===== src/rtl/verin_sample_logger.sv =====
// Sample logger: an Avalon-MM write master that streams 32-bit actuator
// samples from a valid/ready interface into a single-port on-chip RAM.
// It supports a one-shot capture of N words or a circular buffer, and it
// reports busy/done/wrapped/config-error status and a valid-word count.
module verin_sample_logger #(
   parameter int DEPTH = 5000,
   parameter int AW    = 13,
   parameter int DW    = 32
) (
   input  logic          clk,
   input  logic          reset_n,
   input  logic          start,
   input  logic          stop,
   input  logic          wrap_en,
   input  logic [AW-1:0] base_addr,
   input  logic [AW-1:0] length,
   input  logic [DW-1:0] s_data,
   input  logic          s_valid,
   output logic          s_ready,
   output logic [AW-1:0] m_address,
   output logic [3:0]    m_byteenable,
   output logic          m_chipselect,
   output logic          m_write,
   output logic [DW-1:0] m_writedata,
   output logic          m_clken,
   output logic          busy,
   output logic          done,
   output logic          wrapped,
   output logic          cfg_err,
   output logic [AW-1:0] word_count
);

   typedef enum logic [1:0] {
      IDLE  = 2'd0,
      RUN   = 2'd1,
      DRAIN = 2'd2,
      DONE  = 2'd3
   } state_t;

   state_t        state;
   state_t        state_next;

   logic [AW-1:0] base_q;
   logic [AW-1:0] len_q;
   logic          wrap_q;
   logic [AW-1:0] offset;

   logic [AW:0]   cfg_end;
   logic          cfg_ok;
   logic          can_start;
   logic          accept;
   logic          reject;
   logic          handshake;
   logic          last_word;

   // The RAM is always selected for full-word access and never clock-gated.
   assign m_byteenable = 4'hF;
   assign m_clken      = 1'b1;

   // The end of the buffer is computed one bit wider so base+length cannot
   // silently wrap past the top of the address space.
   assign cfg_end   = {1'b0, base_addr} + {1'b0, length};
   assign cfg_ok    = (length != '0) && (cfg_end <= (AW+1)'(DEPTH));
   assign can_start = start && ((state == IDLE) || (state == DONE));
   assign accept    = can_start && cfg_ok;
   assign reject    = can_start && !cfg_ok;
   assign handshake = s_valid && (state == RUN);
   assign last_word = (offset == (len_q - 1'b1));

   // State register; reset aborts any capture in progress.
   always_ff @(posedge clk or negedge reset_n) begin
      if (!reset_n) begin
         state <= IDLE;
      end else begin
         state <= state_next;
      end
   end

   // Next-state selection and state-decoded status outputs.
   always_comb begin
      state_next = state;
      s_ready    = 1'b0;
      busy       = 1'b0;
      done       = 1'b0;
      case (state)
         IDLE: begin
            if (accept) begin
               state_next = RUN;
            end
         end
         RUN: begin
            s_ready = 1'b1;
            busy    = 1'b1;
            if (stop || (handshake && last_word && !wrap_q)) begin
               state_next = DRAIN;
            end
         end
         DRAIN: begin
            busy       = 1'b1;
            state_next = DONE;
         end
         DONE: begin
            done = 1'b1;
            if (accept) begin
               state_next = RUN;
            end
         end
         default: begin
            state_next = IDLE;
         end
      endcase
   end

   // Write pipeline, buffer bookkeeping and sticky status flags.
   always_ff @(posedge clk or negedge reset_n) begin
      if (!reset_n) begin
         m_write      <= 1'b0;
         m_chipselect <= 1'b0;
         m_address    <= '0;
         m_writedata  <= '0;
         offset       <= '0;
         word_count   <= '0;
         wrapped      <= 1'b0;
         cfg_err      <= 1'b0;
         base_q       <= '0;
         len_q        <= '0;
         wrap_q       <= 1'b0;
      end else begin
         m_write      <= handshake;
         m_chipselect <= handshake;
         if (handshake) begin
            m_address   <= base_q + offset;
            m_writedata <= s_data;
            if (last_word) begin
               offset <= '0;
               if (wrap_q) begin
                  wrapped <= 1'b1;
               end
            end else begin
               offset <= offset + 1'b1;
            end
            if (word_count != len_q) begin
               word_count <= word_count + 1'b1;
            end
         end
         if (accept) begin
            cfg_err    <= 1'b0;
            wrapped    <= 1'b0;
            word_count <= '0;
            offset     <= '0;
            base_q     <= base_addr;
            len_q      <= length;
            wrap_q     <= wrap_en;
         end else if (reject) begin
            cfg_err <= 1'b1;
         end
      end
   end

endmodule


===== config.mk =====
export PLATFORM = sky130hd
export DESIGN_NAME = verin_sample_logger
export DESIGN_NICKNAME = d
export VERILOG_FILES = /design/src/rtl/verin_sample_logger.sv
export SDC_FILE = /design/constraint.sdc
export NUM_CORES = 1
export LEC_CHECK = 0
export CAP_MARGIN = 10
export CORE_MARGIN = 2
export CORE_UTILIZATION = 55
export CTS_CLUSTER_SIZE = 20
export DETAILED_ROUTE_END_ITERATION = 7
export PLACE_DENSITY = 0.86
export SLEW_MARGIN = 40
export SYNTH_ARGS = -nofsm -noshare
export SYNTH_HDL_FRONTEND = slang
export SYNTH_SLANG_ARGS = --single-unit

===== constraint.sdc =====
create_clock -name clk -period 5.6 [get_ports clk]
set_clock_uncertainty 0.05 [all_clocks]
set_input_delay 1.12 -clock clk [delete_from_list [all_inputs] [get_ports clk]]
set_output_delay 1.12 -clock clk [all_outputs]
set_load 0.005 [all_outputs]

==> results of run 1 <==
## worst max-delay path: stages
cell and delay, ns:
clkdlybuf4s50_1 0.46, ha_1 0.25, fa_1 0.44, a21o_1 0.20, and4_1 0.23, or4_1 0.39, a2111oi_0 0.54, o32ai_1 0.17
o311ai_1 0.10, o21a_2 0.37, buf_4 0.36, mux2_2 0.38
## metal layers
metal / share of wire [%] / routed length, um / vias up
met2: 49 / 7180 / 242
li1: - / - / 2202
met5: 0 / 0 / -
met4: 3.0 / 447 / 0
met1: 41 / 5960 / 2322
met3: 7.4 / 1080 / 48
## sequential cells by signal, indices dropped and copies added (netlist names)
| name | flops |
|---|---|
| m_writedata | 32 |
| base_q | 13 |
| wrapped | 1 |
| m_address | 13 |
| cfg_err | 1 |
| state | 2 |
| offset | 13 |
| wrap_q | 1 |
| word_count | 13 |
| len_q | 13 |
| m_write | 1 |
## logic make-up after synthesis
logic type | after synthesis
multiplexers | 63
adder cells (fa/ha/maj) | 33
other | 1
XOR/XNOR | 65
AND/OR/NAND/NOR | 154
flip-flops | 103
buffers and inverters | 46
AO/OA/AOI/OAI | 93
## final cells by class
cell class | instances | area share [%]
clock inverters | 6 | 0.941
well taps | 136 | 2.29
inverters | 19 | 0.958
clock buffers | 10 | 1.71
repair buffers | 132 | 17.6
flip-flops and latches | 103 | 34.6
multi-input cells | 413 | 41.9
## stage by stage
stage                     cells  power [W]  setup slack [ns]  area (um2)  hold slack, ns
after detailed placement    803    0.00275             0.472        7250           0.419
after global placement      803    0.00267             0.665        7240           0.412
after CTS                   819    0.00323             0.839        7440           0.442
after global routing        819    0.00343             0.547        7440           0.476
after floorplan             562    0.00208              1.59        5930           0.423
final                       819    0.00322             0.770        7440           0.437
## path summary, 6_finish.rpt
kind,start,cells past startpoint,endpoint,slack [ns]
setup / recovery,length[0],12,base_q[10],0.77
hold / removal,m_address[7],2,m_address[7],0.44
setup reg to reg,state[1],8,base_q[10],2.51
hold reg to reg,m_address[7],2,m_address[7],0.44
max in group asynchronous,reset_n,2,len_q[1],3.63
min in group asynchronous,reset_n,1,m_address[5],0.70
## power by group through the flow
stage	Clock, W	Sequential [W]	Combinational, W
5_1_grt	0.000506	0.00134	0.00158
3_5_place_dp	0	0.00131	0.00143
2_1_floorplan	0	0.00123	0.000846
4_1_cts	0.000481	0.00130	0.00145
3_3_place_gp	0	0.00129	0.00138
6_report	0.000475	0.00130	0.00145
## layout by cell type, fill, tap and decap left out, types with 8 or more instances in the layout
cell / n
ha_1: 31
inv_1: 19
a21oi_1: 13
dfrtp_1: 103
mux2_2: 57
nand2_1: 30
o21ai_0: 23
xnor2_1: 33
xor2_1: 32
o21bai_1: 8
clkbuf_8: 9
and3_1: 8
clkdlybuf4s50_1: 127
nand3_1: 16
nor3_1: 11
nor2_1: 47
==> summary.txt, run 1 <==
Global routing
  • GRT met3 Usage: under 10%
  • Grt met2 use: around 43%
  • Most used routing layer: met2
  • GR Util All Layers: approximately a quarter
  • Met1 GRT Util: around a third
  • Pin count of the biggest net entering global routing: 57
  • Vias in the first global route: about 5k
  • GR Overflow Total: 0
  • Initial antenna violation count: 0
  • First-pass GRT wire length: 23,700 um

Yosys
  • Post-Synthesis Cells: roughly 560
  • Commonest register cell after synthesis: dfrtp_1
  • Yosys warning count: 0
  • Area leader, netlist: dfrtp_1
  • Simple-Gate Fraction of Synth Area: 12.9%
  • Mapped Avg Cell Area: about 11 um2
  • Post-synth EDFFs: 0
  • Mapped Area: about 5900 um2
  • Synth top cells by count: 103 x dfrtp_1, 57 x mux2_2, 47 x nor2_1
  • Most frequent cell after synthesis: dfrtp_1
  • Asr flop ratio synth: 100%
  • Netlist cell types: 60
  • Synth Area in Adders: between 7 and 8%
  • Compound-Gate Fraction of Synth Area: between 10% and 20%
  • Top area cells in the synthesized netlist: dfrtp_1 44%, mux2_2 11%, ha_1 6.6%
  • Main combinational cell family by area after synthesis: simple AND/OR/NAND/NOR gates
  • Synth Register Bits: approximately 100
  • Sequential area share after synthesis: approximately 44%
  • Post-synthesis mux area share: between 10% and 20%
  • XOR/XNOR Fraction of Synth Area: 9.63%
  • Synth top area share: a little over two fifths

Clock tree
  • Reg clk slew, reported paths: 0.10 ns
  • Post-CTS Resized: 0
  • Deepest clock path buffer count: 2
  • Clock latency on the worst-skew pair: between 0.3 and 0.4 ns
  • TritonCTS clock tree: done
  • Sink Count: between 100 and 150
  • Post-CTS Hold Buffers: 0
  • TritonCTS Buffers: 9
  • Post-CTS Setup Bufs: 0
  • H-tree depth: 3
  • CTS root buffer: clkbuf_8

Worst setup path
  • Max FO, Critical Path: 26
  • CP Class: input pin to flip-flop
  • Worst setup EP type: flip-flop
  • CP Launch Type: input pin
  • Worst Path Arrival: roughly 5 ns
  • CP required: around 5.8 ns

Die
  • Ports: around 130
  • Die area: 11,600 um2
  • DIE HEIGHT: between 100 and 150 um
  • Site row count: 37
  • DIE WIDTH: between 100 and 150 um
  • Initial Utilization: around 57%
  • Placeable Area: roughly 10,000 um2

STA
  • Final max-slew violation count: 0
  • Achievable frequency: about 0.21 GHz
  • RSZ-0062 raised after global routing: no
  • Final hold vios: 0
  • Slew @ Worst Pin: roughly 0.7 ns
  • Slew margin rel.: a little over half
  • Setup TNS: 0 ns
  • Min cycle time layout: 4.83 ns
  • Fin crit share: between 80% and 90%
  • Final setup vio count: 0

Place
  • Port Buf Inserts: between 100 and 150
  • GP Congestion: 0.917
  • HPWL after detailed placement: approximately 11,000 um

Job
  • MaxCap Viol Count: 0

Routing
  • Vias: 4,814
  • DRT Pass-1 Iters: 6
  • Post-Route WL: between 10,000 and 15,000 um
  • Via-to-Cell Ratio: a little under 6
  • Remaining routing DRC violations: 0
  • 1st-iter DRT viols: 266
  • Wire per inst: roughly 18 um
  • Post-DRT Antenna Nets: 0

Cells and area
  • Nets: ~780
  • Fillers: around 750
  • Ant. Diodes: 0
  • Area Growth Syn to Fin: 25.9%
  • Layout Utilization: between 70% and 80%
  • Share of cells above drive strength 1: between 10% and 20%
  • Register area: about 2600 um2
  • Multi-input gate area: 3120 um2

Power and ir drop
  • Leak pwr: approximately 3.2 nW
  • Combinational share of power: ~45%
  • Sw frac: about a third
  • Reg power frac: 40.4%
  • Power per cell area: 433 nW/um2
  • Psw: between 0.001 and 0.0015 W
  • Internal power: ~0.0021 W
  • Peak supply drop: slightly below 0.0003 V
  • Clock Power Share: 14.7%

Worst hold path
  • Min-Delay Path Class: flip-flop to flip-flop

Status
  • Outcome: completed
Note: power is estimated with default switching activity, not from simulation.
==> run 2: changes to the inputs <==
CAP_MARGIN = not set   (was 10)
CTS_BUF_LIST = sky130_fd_sc_hd__clkbuf_8 sky130_fd_sc_hd__clkbuf_16   (was not set)
==> run 2 against run 1 <==
Effect of this change: clock-buffer cell count shrank 1; setup slack lost 0.0097 ns; final area is the same; global-route usage is the same; via count shrank 1.2%; core utilization is the same; die area is the same; maximum frequency shrank 0.20%; total power is essentially flat.
==> summary.txt, run 2 (synthesized netlist as in run 1, its figures left out) <==
Power and ir drop
  • Peak supply drop: 0.000297 V (was 0.000296 V)
  • Psw: 0.00113 W (about the same)
  • Clock Power Share: 14.8% (was 14.7%)
  • Sw frac: 35.2% (was 35.1%)
  • Internal power: 0.00209 W (about the same)
  • Power per cell area: 432 nW/um2 (was 433 nW/um2)
  • Reg power frac: 40.4% (about the same)
  • Combinational share of power: 44.9% (about the same)
  • Total Power: 0.00322 W (about the same)
  • Leak pwr: 3.22 nW (about the same)

Clock tree
  • TritonCTS clock tree: done (unchanged)
  • Clock latency on the worst-skew pair: 0.37 ns (was 0.36 ns)
  • Post-CTS Setup Bufs: 0 (unchanged)
  • H-tree depth: 3 (unchanged)
  • TritonCTS Buffers: 9 (unchanged)
  • CTS root buffer: clkbuf_8 (unchanged)
  • Deepest clock path buffer count: 2 (unchanged)
  • Post-CTS Resized: 0 (unchanged)
  • Reg clk slew, reported paths: 0.10 ns (about the same)
  • Post-CTS Hold Buffers: 0 (unchanged)
  • Sink Count: 103 (unchanged)

Global routing
  • Pin count of the biggest net entering global routing: 57 (unchanged)
  • First-pass GRT wire length: 23,700 um (about the same)
  • Initial antenna violation count: 0 (unchanged)
  • Vias in the first global route: 4,903 (was 4,902)
  • GR Util All Layers: 25.8% (unchanged)
  • GR Overflow Total: 0 (unchanged)

Routing
  • DRT Pass-1 Iters: 5 (was 6)
  • Vias: 4,756 (was 4,814)
  • Post-DRT Antenna Nets: 0 (unchanged)
  • Via-to-Cell Ratio: 5.81 (was 5.88)
  • Met2 WL: 7100 um (was 7180 um)
  • 1st-iter DRT viols: 285 (was 266)
  • Wire per inst: 17.9 um (about the same)
  • Met1 WL: 6090 um (was 5960 um)
  • Top sig layer: met4 (unchanged)
  • Post-Route WL: 14,700 um (about the same)
  • DR WL met3: 1010 um (was 1080 um)
  • Remaining routing DRC violations: 0 (unchanged)

Status
  • Outcome: completed (unchanged)

Worst setup path
  • Slowest stage delay, CP: 0.56 ns (was 0.54 ns)
  • Max FO, Critical Path: 26 (unchanged)
  • CP Launch Type: input pin (unchanged)
  • CP required: 5.80 ns (about the same)
  • Crit-path slowest cell: a2111oi_0 (unchanged)
  • CP Class: input pin to flip-flop (unchanged)
  • Reg-to-reg startpoint: state[0] (was state[1])
  • Worst Path Arrival: 5.04 ns (was 5.03 ns)
  • Crit path cell chain: clkdlybuf4s50_1 -> ha_1 -> fa_1 -> a21o_1 -> and4_1 -> or4_1 -> a2111oi_0 -> o32ai_1 -> o311ai_1 -> o21a_2 -> buf_4 -> mux2_2 (unchanged)
  • Worst setup EP type: flip-flop (unchanged)
  • R2r setup slk: 2.52 ns (was 2.51 ns)
  • Reg2reg end: base_q[10] (unchanged)
  • Worst R2R Path Depth: 7 (was 8)

Worst hold path
  • Min-Delay Path Class: flip-flop to flip-flop (unchanged)
  • Hold path cells: 2 (unchanged)
  • Hold Path Origin: m_address[7] (unchanged)
  • Hold Path Sink: m_address[7] (unchanged)

STA
  • Final max-slew violation count: 0 (unchanged)
  • Slew margin rel.: 54.0% (was 53.9%)
  • Final setup vio count: 0 (unchanged)
  • Setup TNS: 0 ns (unchanged)
  • Slew @ Worst Pin: 0.690 ns (was 0.692 ns)
  • Achievable frequency: 0.207 GHz (about the same)
  • Final hold vios: 0 (unchanged)
  • Fin crit share: 86.4% (was 86.3%)
  • Hold Slack: 0.438 ns (was 0.437 ns)
  • RSZ-0062 raised after global routing: no (unchanged)
  • Min cycle time layout: 4.84 ns (was 4.83 ns)

Cells and area
  • Most common cell after layout, fill and taps aside: clkdlybuf4s50_1 (unchanged)
  • Commonest non-fill, non-tap cells in the layout: 127 x clkdlybuf4s50_1, 103 x dfrtp_1, 57 x mux2_2 (unchanged)
  • Ant. Diodes: 0 (unchanged)
  • Share of cells above drive strength 1: 12.4% (unchanged)
  • Area Growth Syn to Fin: 25.9% (unchanged)
  • Layout Utilization: 71.8% (unchanged)
  • Final Instance Count excl. Fillers: 819 (unchanged)
  • Largest reg by FF count: m_writedata (unchanged)
  • Nets: 775 (unchanged)
  • Fillers: 751 (unchanged)
  • Max FFs per register: 32 (unchanged)
  • Register area: 2580 um2 (unchanged)
  • Multi-input gate area: 3120 um2 (unchanged)

Place
  • GP Congestion: 0.917 (unchanged)
  • Port Buf Inserts: 128 (unchanged)
  • HPWL after detailed placement: 11,100 um (unchanged)
  • Cell count after placement: 803 (unchanged)

Die
  • Die area: 11,600 um2 (unchanged)
  • Placeable Area: 10,400 um2 (unchanged)
  • Initial Utilization: 57.0% (unchanged)
  • Site row count: 37 (unchanged)
  • Ports: 134 (unchanged)
  • DIE WIDTH: 108 um (unchanged)
  • DIE HEIGHT: 108 um (unchanged)

Job
  • MaxCap Viol Count: 0 (unchanged)
-- run 2: power by group through the flow --
stage	registers (W)	clock network [W]	logic, W
after floorplan	0.00123	0	0.000846
after global placement	0.00129	0	0.00138
after detailed placement	0.00131	0	0.00143
after CTS	0.00130	0.000479	0.00145
after global routing	0.00134	0.000505	0.00158
final	0.00130	0.000475	0.00144
-- run 2: layout make-up --
class	count	share of cell area, %
Multi-Input combinational cell	413	41.9
Sequential cell	103	34.6
Timing Repair Buffer	132	17.6
Tap cell	136	2.29
Clock buffer	9	1.66
Clock inverter	7	0.992
Inverter	19	0.958
-- run 2: per-stage QoR --
stage	setup slack, ns	area (um2)
after detailed placement	0.472	7250
after floorplan	1.59	5930
after global placement	0.665	7240
after global routing	0.547	7440
after CTS	0.839	7440
final	0.760	7440
-- run 2: worst max-delay path by stage --
stage                 startpoint         end  slack, ns  cells after the start
detailed placement     length[0]  base_q[10]       0.47                     12
floorplan           base_addr[0]   base_q[0]       1.59                     12
finish                 length[0]  base_q[10]       0.76                     12
CTS                    length[0]  base_q[10]       0.84                     12
global route           length[0]  base_q[10]       0.55                     12
global placement       length[0]   len_q[10]       0.67                     12
-- run 2: per-layer routing --
metal | GRT usage [%] | vias to the layer above
li1 | - | 2203
met1 | 32.5 | 2307
met2 | 43.1 | 200
met3 | 5.21 | 46
met4 | 11.1 | 0
met5 | 0 | -
-- run 2: critical path: cells and delay by family --
family,cells,cell delay [ns]
multiplexers,1,0.38
adder cells (fa/ha/maj),2,0.69
buffers and inverters,2,0.82
AO/OA/AOI/OAI,5,1.40
AND/OR/NAND/NOR,2,0.62
